`config.mk`:
```
export PLATFORM = sky130hd
export DESIGN_NAME = fetch_stage
export DESIGN_NICKNAME = d
export VERILOG_FILES = /design/src/rtl/wisc_pkg.sv /design/src/rtl/dff.sv /design/src/rtl/fetch_pc_reg.sv /design/src/rtl/fetch_stage.sv
export SDC_FILE = /design/constraint.sdc
export NUM_CORES = 1
export LEC_CHECK = 0
export BUFFER_PORTS_ARGS = -buffer_cell sky130_fd_sc_hd__buf_4
export CORE_UTILIZATION = 29
export DETAILED_ROUTE_END_ITERATION = 10
export MAX_ROUTING_LAYER = met4
export PLACE_DENSITY = 0.52
export RECOVER_POWER = 25
export SYNTH_ARGS = -nofsm -noshare
export SYNTH_HDL_FRONTEND = slang
export SYNTH_SLANG_ARGS = --single-unit
```
`constraint.sdc`:
```
create_clock -name clk -period 3.8 [get_ports clk]
set_input_delay 0.76 -clock clk [delete_from_list [all_inputs] [get_ports clk]]
set_output_delay 0.76 -clock clk [all_outputs]
set_load 0.03 [all_outputs]
```
`src/rtl/wisc_pkg.sv`:
```
// wisc_pkg: shared constants and types for the 16-bit pipeline.
//   OPC_HLT      - opcode of the halt instruction (instr[15:12])
//   NOP_INSTR    - bubble instruction (ADD R0,R0,R0)
//   PC_RESET     - program counter value after reset
//   fetch_state_t- fetch stage FSM encoding
//   PC_SEL_*     - select codes for fetch_pc_reg
package wisc_pkg;

    localparam logic [3:0]  OPC_HLT   = 4'hF;
    localparam logic [15:0] NOP_INSTR = 16'h0000;
    localparam logic [15:0] PC_RESET  = 16'h0000;

    typedef enum logic [1:0] {
        FETCH  = 2'd0,
        WAIT   = 2'd1,
        HOLD   = 2'd2,
        HALTED = 2'd3
    } fetch_state_t;

    localparam logic [1:0] PC_SEL_HOLD = 2'd0;
    localparam logic [1:0] PC_SEL_LOAD = 2'd1;
    localparam logic [1:0] PC_SEL_INCR = 2'd2;

    function automatic logic is_hlt(input logic [15:0] instr);
        return instr[15:12] == OPC_HLT;
    endfunction

endpackage

```
`src/rtl/dff.sv`:
```
// dff: plain register with synchronous active-high reset.
//   clk - clock
//   rst - synchronous reset, loads RST_VAL
//   d   - next value
//   q   - registered value
module dff #(
    parameter int               WIDTH   = 1,
    parameter logic [WIDTH-1:0] RST_VAL = '0
) (
    input  logic             clk,
    input  logic             rst,
    input  logic [WIDTH-1:0] d,
    output logic [WIDTH-1:0] q
);

    always_ff @(posedge clk) begin
        if (rst) q <= RST_VAL;
        else     q <= d;
    end

endmodule

```
`src/rtl/fetch_pc_reg.sv`:
```
// fetch_pc_reg: 16-bit program counter with hold / load / increment select.
//   clk      - clock
//   rst      - synchronous reset to PC_RESET
//   sel      - PC_SEL_HOLD, PC_SEL_LOAD or PC_SEL_INCR
//   load_val - value taken on PC_SEL_LOAD (caller supplies an even address)
//   pc       - current program counter
module fetch_pc_reg
    import wisc_pkg::*;
(
    input  logic        clk,
    input  logic        rst,
    input  logic [1:0]  sel,
    input  logic [15:0] load_val,
    output logic [15:0] pc
);

    logic [15:0] pc_d;

    // Increment wraps modulo 2^16: FFFE + 2 = 0000.
    always_comb begin
        pc_d = pc;
        case (sel)
            PC_SEL_LOAD: pc_d = load_val;
            PC_SEL_INCR: pc_d = pc + 16'd2;
            default:     pc_d = pc;
        endcase
    end

    dff #(.WIDTH(16), .RST_VAL(PC_RESET)) u_pc_ff (
        .clk (clk),
        .rst (rst),
        .d   (pc_d),
        .q   (pc)
    );

endmodule

```
`src/rtl/fetch_stage.sv`:
```
// fetch_stage: instruction fetch stage; owns the PC and the IF/ID register and
// fetches over a req/rdy handshake that tolerates wait states.
//   clk, rst              - clock, synchronous active-high reset
//   stall, flush, hlt     - from hazard_detection
//   br_taken, br_target   - branch redirect (target bit 0 ignored)
//   imem_req, imem_addr   - fetch request / address (held while waiting)
//   imem_rdy, imem_data   - fetch completion / instruction
//   if_id_instr/pc/pc2    - IF/ID instruction, its address, address + 2
//   if_id_valid           - IF/ID holds a real instruction
//   halted                - sticky halt indication
//   stall_cnt             - cycles IF/ID did not advance; only when the
//                           FETCH_STALL_CNT_EN macro is defined
//
// state  | meaning
// FETCH  | request issued this cycle (unless stalled or draining a HLT)
// WAIT   | request outstanding, imem_rdy was low
// HOLD   | HLT latched in IF/ID, no requests issued
// HALTED | halt confirmed; left only by rst
module fetch_stage
    import wisc_pkg::*;
(
    input  logic        clk,
    input  logic        rst,
    input  logic        stall,
    input  logic        flush,
    input  logic        hlt,
    input  logic        br_taken,
    input  logic [15:0] br_target,
    output logic        imem_req,
    output logic [15:0] imem_addr,
    input  logic        imem_rdy,
    input  logic [15:0] imem_data,
    output logic [15:0] if_id_instr,
    output logic [15:0] if_id_pc,
    output logic [15:0] if_id_pc2,
    output logic        if_id_valid,
    output logic        halted
`ifdef FETCH_STALL_CNT_EN
    ,
    output logic [15:0] stall_cnt
`endif
);

    fetch_state_t state, state_d;

    logic [15:0] pc;
    logic [1:0]  pc_sel;
    logic [15:0] pc_load_val;

    logic        skid_valid;
    logic [15:0] skid_instr;
    logic [15:0] skid_pc;
    logic        redirect_pend;
    logic [15:0] redirect_tgt;

    logic        ifid_load, ifid_bubble;
    logic [15:0] ifid_instr_d, ifid_pc_d;
    logic        skid_clr, skid_capture, skid_drain;
    logic        pend_d;
    logic [15:0] tgt_d;
    logic        outstanding;
    logic [15:0] redirect_addr;

    fetch_pc_reg u_pc_reg (
        .clk      (clk),
        .rst      (rst),
        .sel      (pc_sel),
        .load_val (pc_load_val),
        .pc       (pc)
    );

    // A buffered HLT is not followed by a new request: the stage goes to HOLD.
    assign imem_req = (state == WAIT) ||
                      ((state == FETCH) && !stall && !(skid_valid && is_hlt(skid_instr)));
    assign imem_addr     = pc;
    assign outstanding   = imem_req && !imem_rdy;
    assign redirect_addr = br_taken ? (br_target & 16'hFFFE) : if_id_pc;

    assign if_id_pc2 = if_id_pc + 16'd2;
    assign halted    = (state == HALTED);

    always_comb begin
        state_d      = state;
        pc_sel       = PC_SEL_HOLD;
        pc_load_val  = redirect_addr;
        ifid_load    = 1'b0;
        ifid_bubble  = 1'b0;
        ifid_instr_d = imem_data;
        ifid_pc_d    = pc;
        skid_clr     = 1'b0;
        skid_capture = 1'b0;
        skid_drain   = 1'b0;
        pend_d       = redirect_pend;
        tgt_d        = redirect_tgt;

        case (state)
            FETCH, WAIT: begin
                if (br_taken || flush) begin
                    ifid_bubble = 1'b1;
                    skid_clr    = 1'b1;
                    if (outstanding) begin
                        // Memory still owes data for the old address; keep
                        // the address stable and redirect once it returns.
                        pend_d  = 1'b1;
                        tgt_d   = redirect_addr;
                        state_d = WAIT;
                    end else begin
                        pc_sel  = PC_SEL_LOAD;
                        pend_d  = 1'b0;
                        state_d = FETCH;
                    end
                end else if (redirect_pend) begin
                    if (imem_rdy) begin
                        pc_sel      = PC_SEL_LOAD;
                        pc_load_val = redirect_tgt;
                        pend_d      = 1'b0;
                        state_d     = FETCH;
                    end
                end else if (stall) begin
                    if ((state == WAIT) && imem_rdy) begin
                        skid_capture = 1'b1;
                        pc_sel       = PC_SEL_INCR;
                        state_d      = FETCH;
                    end
                end else if (skid_valid) begin
                    ifid_load    = 1'b1;
                    ifid_instr_d = skid_instr;
                    ifid_pc_d    = skid_pc;
                    skid_drain   = 1'b1;
                    if (is_hlt(skid_instr)) begin
                        state_d = HOLD;
                    end else if (imem_rdy) begin
                        // The skid entry moves to IF/ID while the new word
                        // refills it, keeping one instruction per cycle.
                        skid_capture = 1'b1;
                        pc_sel       = PC_SEL_INCR;
                        state_d      = FETCH;
                    end else begin
                        state_d = WAIT;
                    end
                end else if (imem_rdy) begin
                    ifid_load = 1'b1;
                    pc_sel    = PC_SEL_INCR;
                    state_d   = is_hlt(imem_data) ? HOLD : FETCH;
                end else begin
                    state_d = WAIT;
                end
            end
            HOLD: begin
                if (br_taken || flush) begin
                    ifid_bubble = 1'b1;
                    skid_clr    = 1'b1;
                    pc_sel      = PC_SEL_LOAD;
                    state_d     = FETCH;
                end else if (hlt) begin
                    state_d = HALTED;
                end
            end
            default: state_d = HALTED;
        endcase
    end

    always_ff @(posedge clk) begin
        if (rst) begin
            state         <= FETCH;
            if_id_instr   <= NOP_INSTR;
            if_id_pc      <= PC_RESET;
            if_id_valid   <= 1'b0;
            skid_valid    <= 1'b0;
            skid_instr    <= NOP_INSTR;
            skid_pc       <= PC_RESET;
            redirect_pend <= 1'b0;
            redirect_tgt  <= PC_RESET;
        end else begin
            state         <= state_d;
            redirect_pend <= pend_d;
            redirect_tgt  <= tgt_d;

            if (ifid_bubble) begin
                if_id_instr <= NOP_INSTR;
                if_id_valid <= 1'b0;
            end else if (ifid_load) begin
                if_id_instr <= ifid_instr_d;
                if_id_pc    <= ifid_pc_d;
                if_id_valid <= 1'b1;
            end

            if (skid_clr) begin
                skid_valid <= 1'b0;
            end else if (skid_capture) begin
                skid_valid <= 1'b1;
                skid_instr <= imem_data;
                skid_pc    <= pc;
            end else if (skid_drain) begin
                skid_valid <= 1'b0;
            end
        end
    end

`ifdef FETCH_STALL_CNT_EN
    logic cnt_inc;
    assign cnt_inc = (state != HALTED) && !ifid_load && !ifid_bubble;

    always_ff @(posedge clk) begin
        if (rst) begin
            stall_cnt <= 16'h0000;
        end else if (cnt_inc && (stall_cnt != 16'hFFFF)) begin
            stall_cnt <= stall_cnt + 16'd1;
        end
    end
`endif

endmodule

```
* Word-level counts from Yosys, hierarchy flattened
Index checks and enable logic that the tools add are counted.
** Storage, ports and cells
- Bits in registers :: 101
- Bits in latches :: 0
- Bits in writable memories :: 0
- Bits in read-only memories :: 0
- Input bits :: 39
- Output and inout port bits :: 67
- Word-level logic and storage cells :: 110
- Memories :: 0
** Cells by class
- $add $sub $neg :: 2
- Multiply operators :: 0
- Divide/modulo/power cells :: 0
- $lt $le $gt $ge :: 0
- Equality and inequality tests :: 10
- Shift operators :: 0
- Multiplexer cells :: 67
- Bitwise gates (word level) :: 1
- Reduce and logical (&&, ||, !) cells :: 20
** Operators by type and width (number)
- 16-bit 2-to-1 mux :: 15
- 2-bit 2-to-1 mux :: 18
- 16-bit by 2-bit adder with 16-bit output (second input constant) :: 2
- 16-bit case mux with 2 select lines :: 1
- 1-bit 2-to-1 mux :: 31
- 4-bit == test (second input constant) :: 2
- 2-bit case mux with 2 select lines :: 2
- 2-bit == test (second input constant) :: 3
- 3-bit AND reduction :: 2
- 1-bit logical AND :: 5
- 5-bit != test (second input constant) :: 1
- 2-bit by 1-bit == test with 1-bit output (second input constant) :: 2
- 4-bit != test (second input constant) :: 1
- 2-bit AND reduction :: 2
- 2-bit nonzero test :: 2
- 2-bit OR reduction :: 2
- 1-bit logical NOT :: 3
- 3-bit != test (second input constant) :: 1
- 3-bit OR reduction :: 1
- 2-bit logical NOT :: 1
- 1-bit logical OR :: 2
- 1-bit inverter :: 1

* Logic depth before layout (Yosys ltp)
Gate-level depths: netlist of run 1.
- Depth after elaboration :: 11
- Gate-level depth with buffers :: 13

* Cells and area by module
A second synthesis of run 1 with hierarchy kept.
** Unflattened totals
- Cell total of the unflattened synthesis :: 634
- Area, all modules :: 5550.3 µm²
** Modules (own cells, without submodules)
- fetch_stage :: times used 1, cells each 506, area each 4454.3 µm², sequential area each 1701.6 µm²
- fetch_pc_reg :: times used 1, cells each 95, area each 631.9 µm², sequential area each 0.0 µm²
- dff :: times used 1, cells each 33, area each 464.2 µm², sequential area each 320.3 µm²

* Worst setup path after synthesis of run 1
No wires, ideal clock.
- Path type :: input to register
- Start point :: input br_taken
- End point :: register u_pc_reg.u_pc_ff.q[15]
- Library setup time :: 0.074 ns
- Arrival time :: 2.894 ns
- Required time :: 3.726 ns
- Setup slack :: 0.832 ns
- Stages on the path :: 11
- Buffers on the path :: 3
- Cells stage by stage :: buf_6 -> or2_1 -> buf_2 -> nor3b_1 -> o21ai_0 -> inv_1 -> ha_1 -> clkbuf_1 -> clkinv_1 -> or4_1 -> a31oi_1
** Between the ends
- Word-level cells in the longest chain between the ends :: 6
** Ends and longest elaborated chain
- start, declared :: line fetch_stage.sv:27 : input logic br_taken,
- 16-bit 2-to-1 mux :: line fetch_stage.sv:77 : assign redirect_addr = br_taken ? (br_target & 16'hFFFE) : if_id_pc;
- 16-bit 2-to-1 mux :: line fetch_stage.sv:113 : if (imem_rdy) begin
- 16-bit 2-to-1 mux :: line fetch_stage.sv:112 : end else if (redirect_pend) begin
- 16-bit 2-to-1 mux :: line fetch_stage.sv:98 : if (br_taken || flush) begin
- 16-bit 2-to-1 mux :: line fetch_stage.sv:96 : case (state)
- 16-bit case mux with 2 select lines :: line fetch_pc_reg.sv:22 : case (sel)
- end signal, assigned :: line dff.sv:17 : if (rst) q <= RST_VAL;
- end signal, assigned :: line dff.sv:18 : else q <= d;
- end, declared :: line dff.sv:13 : output logic [WIDTH-1:0] q
Several ways; a longest one is shown, not always the timed one.
A chain may end at the register's enable or synchronous reset.

* Worst setup path in the final report of run 1
Ends and elaborated chain as after synthesis.

==> results of run 1 <==
-- worst register-to-register path, cell delays in order (launching register included) --
cell,delay [ns]
dfxtp_1,0.35
and4_1,0.25
a21oi_1,0.15
nor2b_1,0.16
o31a_1,0.28
ha_1,0.46
nor2b_1,0.24
and3_1,0.21
nand2_1,0.07
or4_1,0.40
a31oi_1,0.16
-- cells by family (layout without fill, tap and decap cells) --
kind of cell               after synthesis  in the layout  synth area share
xor gates and xnor gates                13             13            0.0225
DFF                                    101            101             0.400
and+or+nand+nor                        210            210             0.187
AOI/OAI and AO/OA                      144            144             0.228
adders and majority gates                4              4           0.00990
muxes                                   51             51             0.101
buffers and inverters                   60            146            0.0512
-- synthesized netlist by cell type (all sizes together) (14+ instances only) --
cell type | instances | area share
a211oi | 33 | 0.059
clkbuf | 34 | 0.025
o211ai | 14 | 0.021
nand2 | 33 | 0.025
o221a | 16 | 0.036
a2bb2oi | 16 | 0.028
nor2 | 119 | 0.092
mux2i | 50 | 0.099
o21ai | 15 | 0.015
dfxtp | 101 | 0.40
buf | 14 | 0.017
-- power groups by stage --
stage	Sequential, mW	Combinational, mW	Clock (mW)
final	1.14	0.345	0.870
after floorplan	1.19	0.199	0
after global routing	1.15	0.378	0.953
after CTS	1.14	0.359	0.902
after detailed placement	1.17	0.358	0
after global placement	1.17	0.354	0
-- metrics by stage --
step | instance area, sq um | setup WS, ns
2_1_floorplan | 5050 | 0.832
3_3_place_gp | 6020 | 0.500
3_5_place_dp | 6020 | 0.456
4_1_cts | 6300 | 0.823
5_1_grt | 6140 | 0.648
6_report | 6140 | 0.814
-- how the worst max path moves through the flow --
stage	end	start	slack, ns
CTS	u_pc_reg.u_pc_ff.q[15]	br_taken	0.82
detailed placement	u_pc_reg.u_pc_ff.q[15]	br_taken	0.46
global route	u_pc_reg.u_pc_ff.q[15]	br_taken	0.65
finish	u_pc_reg.u_pc_ff.q[15]	br_taken	0.81
floorplan	u_pc_reg.u_pc_ff.q[15]	br_taken	0.83
global placement	u_pc_reg.u_pc_ff.q[15]	br_taken	0.50
-- final cells by class --
class	count	area share
clock buffer	10	0.0389
clock inverter	6	0.00631
inverter	12	0.00733
multi-input combinational	422	0.454
sequential	101	0.329
tap	220	0.0448
timing repair buffer	118	0.119
-- registers in the layout, indices dropped and copies added, names as in the netlist --
name,flops
skid_instr,16
skid_valid,1
u_pc_reg.u_pc_ff.q,16
redirect_tgt,16
if_id_valid,1
if_id_pc,16
skid_pc,16
if_id_instr,16
state,2
redirect_pend,1
-- layer usage --
| metal | up-vias | share of wire | GRT usage |
|---|---|---|---|
| li1 | 2270 | - | - |
| met4 | 0 | 0.019 | 0.0587 |
| met3 | 17 | 0.050 | 0.0420 |
| met5 | - | 0 | - |
| met1 | 2227 | 0.46 | 0.223 |
| met2 | 131 | 0.47 | 0.280 |
==> results.toml, run 1 <==
[logic_synthesis]
syn_area_sq_um = 5050
synth.net_count = 626
syn_avg_cell_area_sq_um = 8.67
yosys_warnings = 0
synth_edf_count = 0
synth.distinct_cells = 50
ys_seq_elements = 101
ys_async_sr_fraction = 0
synth_ff_type = "dfxtp_1"
seq_area_frac_synth = 0.400
netlist_instances = 583

[final_layout]
layout.nets = 707
final_cell_mix = "nor2_1 (118), dfxtp_1 (101), buf_4 (77)"
fillers = 1772
regArea_sq_um = 2020
antenna_cells = 0
final_cells = 889
fin_util = 0.365
layout_commonest_cell = "nor2_1"
multi_input_area_sq_um = 2790
final_layout_size_suffix_gt1_frac = 0.185
synthToLayoutAreaGrowth_pct = 21.5

[routing]
wl_per_cell_microns = 17.2
drt_iter0_drc = 270
wirelength_microns = 15300
drc_errors = 0
ant_nets = 0
via_per_inst = 5.22
dr_total_vias = 4645
drtPass1Iterations = 4

[clocking]
cts_root_buffer = "clkbuf_16"
cts_sinks = 101
clk_pin_slew_worst_paths_ns = 0.07
cts_tree = "done"
htreeDepth = 3
cts_max_path_buffers = 2
cts_setup_buffers = 0
cts_made_buffers = 9
clkLatencyLatePin_ns = 0.35
post_cts_resized = 0
ctsHoldBuffers = 0

[die]
dieArea_sq_um = 18000
io_pins = 106
start_util = 0.301
core-area_sq_um = 16800
num_rows = 47
die_w_microns = 134
die_h_microns = 134

[power_and_ir_drop]
p_total_mw = 2.36
p_per_area_nw_per_um2 = 384
p_sw_frac = 0.285
p_int_mw = 1.69
p_leak_nw = 2.61
combPwrFrac = 0.146
clkPwrFrac = 0.369
seqPwrFrac = 0.485
peakVddDrop_mv = 0.252
p_switching_uw = 671

[setup_path]
worst_path_most_repeated_cell = "buf_4"
start_kind = "input port"
crit_required_ns = 4.08
cp.depth = 10
endpoint_kind = "flip-flop"
path_class = "input port to flip-flop"
cp.arrival_ns = 3.26
crit_family = "simple AND/OR/NAND/NOR gates"
slowest_delay_ns = 0.46
r2r-end = "u_pc_reg.u_pc_ff.q[15]"
r2r_slack_ns = 0.98
cp_max_fo = 17
critPathSlowestCell = "ha_1"
rr_startpoint = "skid_instr[15]"
r2r_cells = 10
cp_cell_sequence = "buf_4 -> buf_4 -> nor2_1 -> o31a_1 -> ha_1 -> nor2b_1 -> and3_1 -> nand2_1 -> or4_1 -> a31oi_1"
worst-path-buf-inv = 2

[hold_path]
hold_path_class = "flip-flop to flip-flop"
worstHoldStart = "if_id_valid"
min_to = "if_id_valid"
hold_path_depth = 1

[place]
gp_congestion = 0.803
dp.cells = 873
dpl.hpwl_microns = 10200
port_buffers = 104

[timing]
hold_ws_ns = 0.472
final_hold_viol_count = 0
period_needed_ns = 2.99
rsz0062_at_grt = "no"
worst_pin_slew_ns = 0.857
max_slew_margin = 0.429
maxSlewViolCount = 0
tns_ns = 0
finClkSkew_ns = 0.00619
fmax_ghz = 0.335
setup_viol_count_final = 0
post-route-period-util = 0.786

[grt]
grt_pass1_wl_microns = 24000
overflow = 0
track_usage = 0.177
antenna_found_initial = 0
grt_pass1_vias = 4399
grt_max_degree = 73

[flow_run]
drv_cap = 0

[status]
outcome = "finished, final reports clean"
(Power assumes the default switching activity.)
==> run 2, diff against run 1 <==
Settings changed: ABC_AREA set to 1, PLACE_DENSITY 0.52 to 0.53.
Clock period 3.8 ns to 2.55 ns, I/O delays scaled along.
==> run 2 against run 1 <==
- final cell count grew 25%
- hold slack got worse by 0.067 ns
- count of clock-buffer cells in the layout fell by 1
- cell area grew 7.0%
- sequential share of layout area decreased by 2.1 points
- utilization fell by 0.063 points
- clock skew is 0.0044 ns higher
==> results.toml, run 2 <==
[status]
outcome = "finished, final reports clean"

[final_layout]
final_cell_mix = "nand2_1 (149), nor2_1 (104), dfxtp_1 (100)"
final_cells = 1115
fin_util = 0.365
layout_commonest_cell = "nand2_1"
antenna_cells = 0
stdcell_area_sq_um = 6570
layout.nets = 925
final_layout_size_suffix_gt1_frac = 0.164
synthToLayoutAreaGrowth_pct = 22.9
fillers = 2048

[clocking]
cts_root_buffer = "clkbuf_16"
clkLatencyLatePin_ns = 0.36
ctsHoldBuffers = 0
cts_tree = "done"
cts_made_buffers = 9
clk_pin_slew_worst_paths_ns = 0.08
htreeDepth = 3
cts_sinks = 101
cts_max_path_buffers = 2

[power_and_ir_drop]
p_total_mw = 3.76
p_per_area_nw_per_um2 = 572
peakVddDrop_mv = 0.403
p_leak_nw = 2.87

[logic_synthesis]
yosysTopAreaCellShare = 0.378
ys_top_cells_by_count = "nand2_1 (149), nor2_1 (107), dfxtp_1 (101)"
synth_compound_area_frac = 0.180
seq_area_frac_synth = 0.378
synth.distinct_cells = 35
yosysMostFrequentCell = "nand2_1"
post_synth_and_or_nand_nor_area_fraction = 0.310
syn_avg_cell_area_sq_um = 6.79
synthMuxAreaShare = 0.00187
syn_area_sq_um = 5350
synth_ff_type = "dfxtp_1"
yosys_warnings = 0
synthTopCellsByArea = "dfxtp_1 (38%), nand2_1 (10%), nor2_1 (7.5%), o21ai_0 (6.8%), inv_1 (5.1%)"
synth_top_cell_by_area = "dfxtp_1"
ys_seq_elements = 101
synth_top_family_by_area = "simple AND/OR/NAND/NOR gates"
synth.net_count = 830
synth_xor_area_frac = 0.0213
netlist_instances = 787
synth_edf_count = 0
ys_async_sr_fraction = 0
synth_fa_ha_area_frac = 0.00936

[setup_path]
r2r-end = "u_pc_reg.u_pc_ff.q[10]"
path_class = "flip-flop to primary output"
start_kind = "flip-flop"
rr_startpoint = "skid_instr[12]"
cp_cell_sequence = "ha_1 -> nand2_1 -> nor3b_2 -> buf_4 -> nand4_1 -> xor2_1 -> buf_4"
cp.arrival_ns = 1.92
crit_family = "simple AND/OR/NAND/NOR gates"
worst_path_most_repeated_cell = "buf_4"
endpoint_kind = "primary output"
crit_required_ns = 2.04
slowest_delay_ns = 0.37
worst-path-buf-inv = 2
cp_max_fo = 5
r2r_slack_ns = 0.37
critPathSlowestCell = "dfxtp_2"
r2r_cells = 15

[place]
dp.cells = 1097
gp_congestion = 0.823
dp_slack_ns = 0.193
dpl.hpwl_microns = 11500
port_buffers = 104
placed_area_sq_um = 6380

[grt]
overflow = 0
antenna_found_initial = 0
track_usage = 0.186
grt_pass1_vias = 5026
grt_pass1_wl_microns = 26300
grt_max_degree = 63

[die]
io_pins = 106
die_w_microns = 138
dieArea_sq_um = 19000
start_util = 0.297
num_rows = 49
core-area_sq_um = 18000
die_h_microns = 138

[timing]
fmax_ghz = 0.412
maxSlewViolCount = 0
post-route-period-util = 0.952
setup_ws_ns = 0.122
period_needed_ns = 2.43
tns_ns = 0
hold_ws_ns = 0.405
worst_pin_slew_ns = 0.657
final_hold_viol_count = 0
max_slew_margin = 0.562
rsz0062_at_grt = "no"
finClkSkew_ns = 0.0106
setup_viol_count_final = 0

[routing]
drc_errors = 0
wirelength_microns = 16400
wl_per_cell_microns = 14.7
via_per_inst = 4.75
ant_nets = 0
drt_iter0_drc = 358
dr_total_vias = 5299
drtPass1Iterations = 4

[flow_run]
drv_cap = 0

[hold_path]
hold_path_depth = 3
hold_path_class = "input port to flip-flop"
min_to = "skid_instr[11]"
worstHoldStart = "imem_data[11]"
[run 2: cell types whose count changed in the layout (fill, tap and decap cells not counted), sizes merged, moves of 16 or more]
cell	change
nand2	+117
o21ai	+68
inv	+67
mux2i	-49
a21oi	+42
nand3	+37
a211oi	-33
nand4	+25
or2	+21
a2bb2oi	-16
o221a	-16
[run 2: per-layer routing]
metal  part of all wire  up-vias  routed length, microns  global-route usage
met5                  0        -                       0                   -
met4              0.016        0                     256              0.0568
met3              0.043       13                     703              0.0324
met2               0.47      113                    7650               0.308
met1               0.47     2391                    7760               0.230
li1                   -     2782                       -                   -
[run 2: logic make-up after synthesis]
logic type / Yosys count
XOR/XNOR: 13
AO/OA/AOI/OAI: 170
AND/OR/NAND/NOR: 373
flip-flops: 101
multiplexers: 1
adder cells (fa/ha/maj): 4
buffers and inverters: 125
[run 2: report_power, final]
group / switching (mW) / leakage, nW / internal, mW
Clock: 0.659 / 0.140 / 0.766
Sequential: 0.0802 / 0.823 / 1.65
Combinational: 0.396 / 1.91 / 0.212
[run 2: how the worst max path moves through the flow]
| stage | slack, ns | start | depth (start not counted) | endpoint |
|---|---|---|---|---|
| finish | 0.12 | if_id_pc[2] | 7 | if_id_pc2[15] |
| detailed placement | 0.19 | flush | 13 | u_pc_reg.u_pc_ff.q[11] |
| global placement | 0.21 | flush | 13 | u_pc_reg.u_pc_ff.q[11] |
| floorplan | 0.01 | if_id_pc[2] | 6 | if_id_pc2[13] |
| CTS | 0.00004 | if_id_pc[1] | 8 | if_id_pc2[14] |
| global route | 0.01 | if_id_pc[2] | 7 | if_id_pc2[15] |
[run 2: worst min-delay path: cells and delay by family]
family                 cells  cell delay [ns]
and+or+nand+nor            1             0.07
buffers and inverters      1             0.08
AOI/OAI and AO/OA          1             0.07
[run 2: layout make-up]
type                    count  area, sq um  area share
multi-input cells         561         2830       0.430
flip-flops and latches    101         2020       0.308
repair buffers            132          850       0.129
inverters                  77          289      0.0440
well taps                 229          287      0.0436
clock buffers               9          225      0.0343
clock inverters             6         73.8      0.0112
[run 2: timing repair]
action / 4_1_cts / 5_1_grt
setup endpoints to repair: 4 / 5
pin swaps: 1 / 4
buffers inserted: 0 / 3
gates resized for setup: 2 / 6
==> run 3, diff against run 2 <==
Settings changed: CORE_UTILIZATION 29 to 50, PLACE_DENSITY 0.53 to 0.8.
==> run 3 against run 2 <==
- utilization increased by 26 points
- sequential power about the same
- clock power decreased by 18%
- flip-flop and latch count unchanged
- register-to-register slack got worse by 0.04 ns
- wire length decreased by 13%
- largest power group unchanged
- die area decreased by 41%
- final cell count decreased by 8.1%
- global-route usage increased by 8.1 points
==> results.toml, run 3 (synthesis gave the netlist of run 2 again) <==
[setup_path]
rr_startpoint = "skid_instr[13]"
r2r_slack_ns = 0.33
endpoint_kind = "primary output"
slowest_delay_ns = 0.40
worst-path-buf-inv = 1
cp_cell_sequence = "ha_1 -> nand2_1 -> nor3b_2 -> nand3_1 -> nor2_1 -> xor2_1 -> buf_4"
critPathSlowestCell = "dfxtp_4"
path_class = "flip-flop to primary output"
cp.arrival_ns = 1.91
cp_max_fo = 5
crit_family = "simple AND/OR/NAND/NOR gates"
r2r-end = "state[0]"
crit_required_ns = 2.04
start_kind = "flip-flop"
r2r_cells = 10

[timing]
tns_ns = 0
hold_ws_ns = 0.382
maxSlewViolCount = 0
final_hold_viol_count = 0
finClkSkew_ns = 0.0130
fmax_ghz = 0.414
rsz0062_at_grt = "no"
max_slew_margin = 0.262
setup_viol_count_final = 0
worst_pin_slew_ns = 1.11
setup_ws_ns = 0.132
period_needed_ns = 2.42
post-route-period-util = 0.948

[final_layout]
final_layout_size_suffix_gt1_frac = 0.170
stdcell_area_sq_um = 6400
layout.nets = 927
antenna_cells = 0
synthToLayoutAreaGrowth_pct = 19.8
final_cell_mix = "nand2_1 (149), nor2_1 (106), dfxtp_1 (98)"
fillers = 967
layout_commonest_cell = "nand2_1"
fin_util = 0.620

[clocking]
cts_sinks = 101
ctsHoldBuffers = 0
clkLatencyLatePin_ns = 0.38
clk_pin_slew_worst_paths_ns = 0.10
cts_max_path_buffers = 2
cts_tree = "done"
cts_made_buffers = 9
htreeDepth = 3
cts_root_buffer = "clkbuf_8"

[hold_path]
hold_path_class = "input port to flip-flop"
min_to = "skid_instr[10]"
hold_path_depth = 3
worstHoldStart = "imem_data[10]"

[place]
dp_slack_ns = 0.168
dpl.hpwl_microns = 10200
placed_area_sq_um = 6270
port_buffers = 104
gp_congestion = 0.906

[die]
core-area_sq_um = 10300
num_rows = 37
die_w_microns = 105
io_pins = 106
die_h_microns = 105
start_util = 0.518
dieArea_sq_um = 11100

[power_and_ir_drop]
p_leak_nw = 2.87
p_per_area_nw_per_um2 = 549
peakVddDrop_mv = 0.282

[grt]
antenna_found_initial = 0
grt_pass1_wl_microns = 23000
overflow = 0
grt_pass1_vias = 4743
grt_max_degree = 46
track_usage = 0.267

[routing]
wl_met2_microns = 6750
wl_met1_microns = 6400
dr_wl_met3_microns = 730
drt_iter0_drc = 451
dr_total_vias = 5509
via_per_inst = 5.37
drtPass1Iterations = 6
routed.top_layer = "met4"
drc_errors = 0
wl_per_cell_microns = 13.9
wirelength_microns = 14300
ant_nets = 0

[status]
outcome = "finished, final reports clean"

[flow_run]
drv_cap = 0
==> run 3: changes by cell type in the layout (fill, tap and decap cells not counted), sizes merged <==
| cell | previous run | this run |
|---|---|---|
| bufinv | 1 | 2 |
| buf | 91 | 97 |
| clkinv | 3 | 2 |
| clkbuf | 50 | 46 |
| inv | 77 | 79 |
| clkinvlp | 2 | 1 |
==> run 3: how the worst max path moves through the flow <==
stage | from | cells past startpoint | endpoint | slack, ns
floorplan | if_id_pc[2] | 6 | if_id_pc2[13] | 0.01
global placement | flush | 13 | u_pc_reg.u_pc_ff.q[5] | 0.18
detailed placement | flush | 12 | u_pc_reg.u_pc_ff.q[12] | 0.17
CTS | if_id_pc[3] | 7 | if_id_pc2[14] | 0.05
global route | if_id_pc[1] | 7 | if_id_pc2[13] | 0.01
finish | if_id_pc[1] | 7 | if_id_pc2[13] | 0.13
==> run 3: power by group <==
part / switching, mW / leakage [nW] / internal (mW) / total [mW]
sequential: 0.0824 / 0.824 / 1.65 / 1.73
clock: 0.605 / 0.117 / 0.569 / 1.17
combinational: 0.390 / 1.93 / 0.219 / 0.609
==> run 3: what timing repair did <==
item                       CTS  global route
resized for setup            2             5
setup buffers                0             3
setup endpoints to repair    3             5
==> run 3: area by class of cell <==
cell class	instances	area (sq um)	area share
Clock buffer	9	124	0.0193
Clock inverter	7	103	0.0160
Inverter	77	293	0.0457
Multi-Input combinational cell	561	2810	0.438
Sequential cell	101	2030	0.317
Tap cell	136	170	0.0266
Timing Repair Buffer	134	880	0.137
==> run 3: layer usage <==
metal | track usage | up-vias
met1 | 0.339 | 2540
li1 | - | 2788
met5 | - | -
met4 | 0.0976 | 0
met2 | 0.429 | 156
met3 | 0.0439 | 25
==> run 3: per-stage QoR <==
stage | std cells | power, mW
final | 1025 | 3.51
after global placement | 1006 | 2.37
after detailed placement | 1006 | 2.38
after floorplan | 787 | 2.14
after global routing | 1025 | 3.67
after CTS | 1022 | 3.53
==> run 3: worst register-to-register path, stage by stage (launching register included) <==
cell,delay [ns]
dfxtp_1,0.37
nand2_1,0.07
nor2_1,0.15
nand2_1,0.14
nand2_1,0.09
nand2_1,0.07
nand2_1,0.08
clkbuf_1,0.82
nand3_1,0.15
nand2_1,0.12
a21oi_1,0.06
